$ cat src/rtl/shift_pkg.sv
// Shared types and the normalization stop rule for the iterative left-normalizer.
// The stop rule here is written for the default 8-bit width.
package shift_pkg;

  localparam int NORM_W  = 8;
  localparam int NORM_CW = $clog2(NORM_W + 1);

  typedef enum logic [1:0] {
    S_IDLE,
    S_SHIFT,
    S_DONE
  } norm_state_t;

  // Logical mode stops at a leading one; arithmetic mode stops where the top two bits differ.
  // Each mode also stops when its shift budget is exhausted.
  function automatic logic norm_stop(input logic [NORM_W-1:0]  r,
                                     input logic [NORM_CW-1:0] c,
                                     input logic               ar);
    if (ar) return (r[NORM_W-1] != r[NORM_W-2]) || (c == NORM_CW'(NORM_W - 1));
    else    return r[NORM_W-1] || (c == NORM_CW'(NORM_W));
  endfunction

endpackage

$ cat src/rtl/seq_normalizer.sv
// Iterative left-normalizer: shifts the accepted word left one bit per clock until
// normalized (logical or signed), then presents the word and the shift distance.
module seq_normalizer
  import shift_pkg::*;
#(
  parameter int WIDTH = 8,
  parameter int CW    = $clog2(WIDTH + 1)
) (
  input  logic             clk,
  input  logic             nrst,
  input  logic             in_valid,
  output logic             in_ready,
  input  logic [WIDTH-1:0] d,
  input  logic             ar,
  output logic             out_valid,
  input  logic             out_ready,
  output logic [WIDTH-1:0] o,
  output logic [CW-1:0]    n,
  output logic             zero
);

  localparam logic [CW-1:0] CNT_LOG_MAX   = CW'(WIDTH);
  localparam logic [CW-1:0] CNT_ARITH_MAX = CW'(WIDTH - 1);

  norm_state_t      state_q, state_d;
  logic [WIDTH-1:0] reg_q;
  logic [CW-1:0]    cnt_q;
  logic             ar_q;
  logic             zero_q;
  logic             stop;

  always_comb begin
    // NOTE: every signal assigned here gets a default first so no latch is inferred.
    stop    = 1'b0;
    state_d = state_q;
    if (ar_q) stop = (reg_q[WIDTH-1] != reg_q[WIDTH-2]) || (cnt_q == CNT_ARITH_MAX);
    else      stop = reg_q[WIDTH-1] || (cnt_q == CNT_LOG_MAX);
    unique case (state_q)
      S_IDLE:  if (in_valid)  state_d = S_SHIFT;
      S_SHIFT: if (stop)      state_d = S_DONE;
      S_DONE:  if (out_ready) state_d = S_IDLE;
      default:                state_d = S_IDLE;
    endcase
  end

  // NOTE: sequential state uses non-blocking assignments so all registers update together.
  always_ff @(posedge clk or negedge nrst) begin
    if (!nrst) state_q <= S_IDLE;
    else       state_q <= state_d;
  end

  // The data registers are reset as well because o/n/zero must read zero out of reset.
  always_ff @(posedge clk or negedge nrst) begin
    if (!nrst) begin
      reg_q  <= '0;
      cnt_q  <= '0;
      ar_q   <= 1'b0;
      zero_q <= 1'b0;
    end else begin
      unique case (state_q)
        S_IDLE: if (in_valid) begin
          reg_q <= d;
          ar_q  <= ar;
          cnt_q <= '0;
        end
        S_SHIFT: begin
          if (stop) begin
            zero_q <= (reg_q == '0);
          end else begin
            reg_q <= {reg_q[WIDTH-2:0], 1'b0};
            cnt_q <= cnt_q + CW'(1);
          end
        end
        default: ;
      endcase
    end
  end

  assign in_ready  = (state_q == S_IDLE);
  assign out_valid = (state_q == S_DONE);
  assign o         = reg_q;
  assign n         = cnt_q;
  assign zero      = zero_q;

endmodule

$ cat config.mk
export PLATFORM = sky130hd
export DESIGN_NAME = seq_normalizer
export DESIGN_NICKNAME = d
export VERILOG_FILES = /design/src/rtl/shift_pkg.sv /design/src/rtl/seq_normalizer.sv
export SDC_FILE = /design/constraint.sdc
export NUM_CORES = 1
export LEC_CHECK = 0
export CAP_MARGIN = 20
export CORE_MARGIN = 8
export CORE_UTILIZATION = 44
export CTS_CLUSTER_DIAMETER = 120
export CTS_CLUSTER_SIZE = 16
export DETAILED_ROUTE_END_ITERATION = 12
export PLACE_DENSITY = 0.74
export SYNTH_ARGS = -nofsm -noshare
export SYNTH_HDL_FRONTEND = slang
export SYNTH_SLANG_ARGS = --single-unit
$ cat constraint.sdc
create_clock -name clk -period 2.1 [get_ports clk]
set_clock_uncertainty 0.1 [all_clocks]
set_input_delay 0.63 -clock clk [delete_from_list [all_inputs] [get_ports clk]]
set_output_delay 0.63 -clock clk [all_outputs]
set_load 0.01 [all_outputs]
==> results.md <==
- Status: complete, no violations
- R2r setup slk: 0.18 ns
- Ant diodes: 0
- Synth top area share: around 47%
- DR iter-0 viols: 17
- Clk pin slew, worst setup/hold paths: ~0.090 ns
- Die Ht: 59.81 µm
- Syn_area_per_cell: 9.936 µm²
- Nets@finish: 137
- Switching power total: 0.0006881 W
- Gate power share: 55.6%
- Synth Net Count: 101
- First-pass GRT wire length: between 3000 and 4000 µm
- Commonest non-fill, non-tap cell in the layout: clkdlybuf4s50_1
- WHS Path Cells: 2
- Crit. End Element: output port
- FMAX: approximately 490 MHz
- Port Buf Inserts: 27
- Worst reg2reg startpoint: n[0]
- Seq pwr share: 32.5%
- Asr flop ratio synth: 100.0%
- Cell-internal power: just over 0.001 W
- P per Cell Area: around 1400 mW/mm²
- Number of iterations in the first detailed-routing pass: 4
- WL/cell: 14.72 µm
- Largest net degree at the start of global routing: 18
- Fin area: 0.001234 mm²
- Crit path kind: register to output port
- Vias post-DR: ~740
- Largest cells by area after synthesis: dfrtp_1 (47%), mux2i_1 (8.3%), nand2_1 (5.8%), o21ai_0 (5.3%), ha_1 (4.4%)
- Syn-to-layout area delta: 46.07%
- Layout fillers: 174
- RSZ-0062 raised after global routing: no
- Tmin final: 2.050 ns
- Max VDD drop: between 600 and 700 µV
- CTS Buf Count: 3
- Relative slew margins: between 50% and 60%
- Die area: 0.003577 mm²
- Final period util: 97.62%
- Vias per std cell: roughly 5.0
- HP Start: zero
- I/O pins: 28
- CTS tree: built
- H-tree Lvls: 1
- DRT Wirelength: 2164 µm
- Post-detail-place hpwl: between 1500 and 2000 µm
- Initial antenna violation count: 0
- Hold buffers post-CTS: 0
- Most frequent cells in the layout: clkdlybuf4s50_1 (25), dfrtp_1 (15), nand2_1 (13)
- FF-to-FF path depth: 5
- Netlist cell types: 28
- Core area: 0.001882 mm²
- DRC Markers: 0
- Flops & latches, synth: 16
- EDFF count, synth: 0
- HP Class: register to register
- Grt total ovfl: 0
- Post-Syn Area: 844.6 µm²
- Share of cells above drive strength 1: 14.17%
- Required @ worst endpoint: 1.37 ns
- Vias in the first global route: about 750
- CP max FO: 4
- Number of cell rows: 16
- Max Buffers Root-to-Sink: 2
- Worst slew pin tran: approximately 0.63 ns
- Clk_lat worst skew: about 0.29 ns
- Sw Ratio: 39.86%
- Power share of the clock group: about an eighth
- Syn. warnings: 0
- Clock root cell: clkbuf_4
- Slew Viols, Final: 0
- Sequential area share after synthesis: 47.41%
- CTS Sinks: 16
- Final hold violations: 0
- Leak: 0.5519 nW
- Starting density of the core: 44.88%
- Die Span X: 59.81 µm
- Post-synthesis cell count: 85
- GRT Overall Usage: 13.21%
- CP startpoint kind: register
- Dpl cell area: about 0.0012 mm²
- Worst Hold Endpoint: zero
- Routability Congestion: 0.8557
- Post-synth top flop: dfrtp_1
- Fin util: around 66%
- Reg-to-Reg End: n[1]
- Count of final setup violators: 0
- Post-synth top area cell: dfrtp_1
- Max Cap Viol: 0
- Post-route ant nets: 0
- WP data arrival: 1.32 ns
## cells in the mapped netlist, types with 2 or more instances
library cell	number
nand2_1	13
mux2_2	2
nand3b_1	2
o21ai_0	9
mux2i_1	7
nand3_1	2
ha_1	3
nor2_1	4
nor2b_1	2
nor4b_1	2
inv_1	7
dfrtp_1	16
## cell type report
cell class / instances / area (µm²) / area share (%)
Multi-Input combinational cell: 59 / 415.4 / 33.67
Inverter: 7 / 26.28 / 2.130
Clock buffer: 4 / 36.28 / 2.941
Timing Repair Buffer: 34 / 320.3 / 25.96
Sequential cell: 16 / 401.6 / 32.56
Tap cell: 27 / 33.78 / 2.738
## power by group through the flow
| stage | Clock [W] | Combinational, W | Sequential [W] |
|---|---|---|---|
| after floorplan | 0 | 0.000482 | 0.000599 |
| after global placement | 0 | 0.000879 | 0.000569 |
| after detailed placement | 0 | 0.000898 | 0.000576 |
| after CTS | 0.000212 | 0.000929 | 0.000565 |
| after global routing | 0.000225 | 0.00106 | 0.000579 |
| final | 0.000205 | 0.000960 | 0.000561 |
## state kept, by name (all words and copies together) (netlist names)
register	flops
state_q	2
o	8
ar_q	1
zero	1
n	4
## worst max-delay path by stage
stage,end,startpoint,depth (start not counted),slack [ns]
3_5_place_dp,o[7],in_valid,4,-0.39
3_3_place_gp,o[4],in_valid,4,-0.27
5_1_grt,n[0],n[0],1,0.004
6_report,o[7],o[7],2,0.05
2_1_floorplan,o[7],o[7],7,0.39
4_1_cts,o[7],o[7],2,0.04
## timing repair
item,4_1_cts,5_1_grt
setup endpoints to repair,9,9
endpoints found under the hold margin,0,0
buffers inserted,1,1
cloned,0,0
resized for setup,3,2
## kinds of logic after synthesis
kind of cell	share of synthesized area (%)
AND/OR/NAND/NOR	18.22
AO/OA/AOI/OAI	12.44
flip-flops	47.41
buffers and inverters	5.481
multiplexers	10.96
adder cells (fa/ha/maj)	4.445
XOR/XNOR	1.037
## per-stage QoR
stage                     setup slack [ns]  hold WS, ns  TNS, ns  total power (W)  instances
after floorplan                     0.3868       0.2344        0         0.001081         85
after global placement             -0.2666       0.3903   -2.410         0.001449        141
after detailed placement           -0.3882       0.4159   -3.266         0.001474        141
after CTS                          0.03881       0.4388        0         0.001707        146
after global routing              0.004434       0.4655        0         0.001861        147
final                              0.04994       0.4291        0         0.001726        147
## critical path, stage by stage (launching register included)
cell and delay (ns):
dfrtp_1 0.36, buf_4 0.13, clkdlybuf4s50_1 0.54
## routing by layer
layer	share of wire, %	up-vias	wire (µm)	GRT usage, %
met3	6.3	2	136	3.011
met4	0.79	0	17	5.102
li1	-	363	-	-
met5	0	-	0	0
met2	49	23	1054	21.54
met1	44	353	955	16.33
Power figures use the tool's default switching activity.
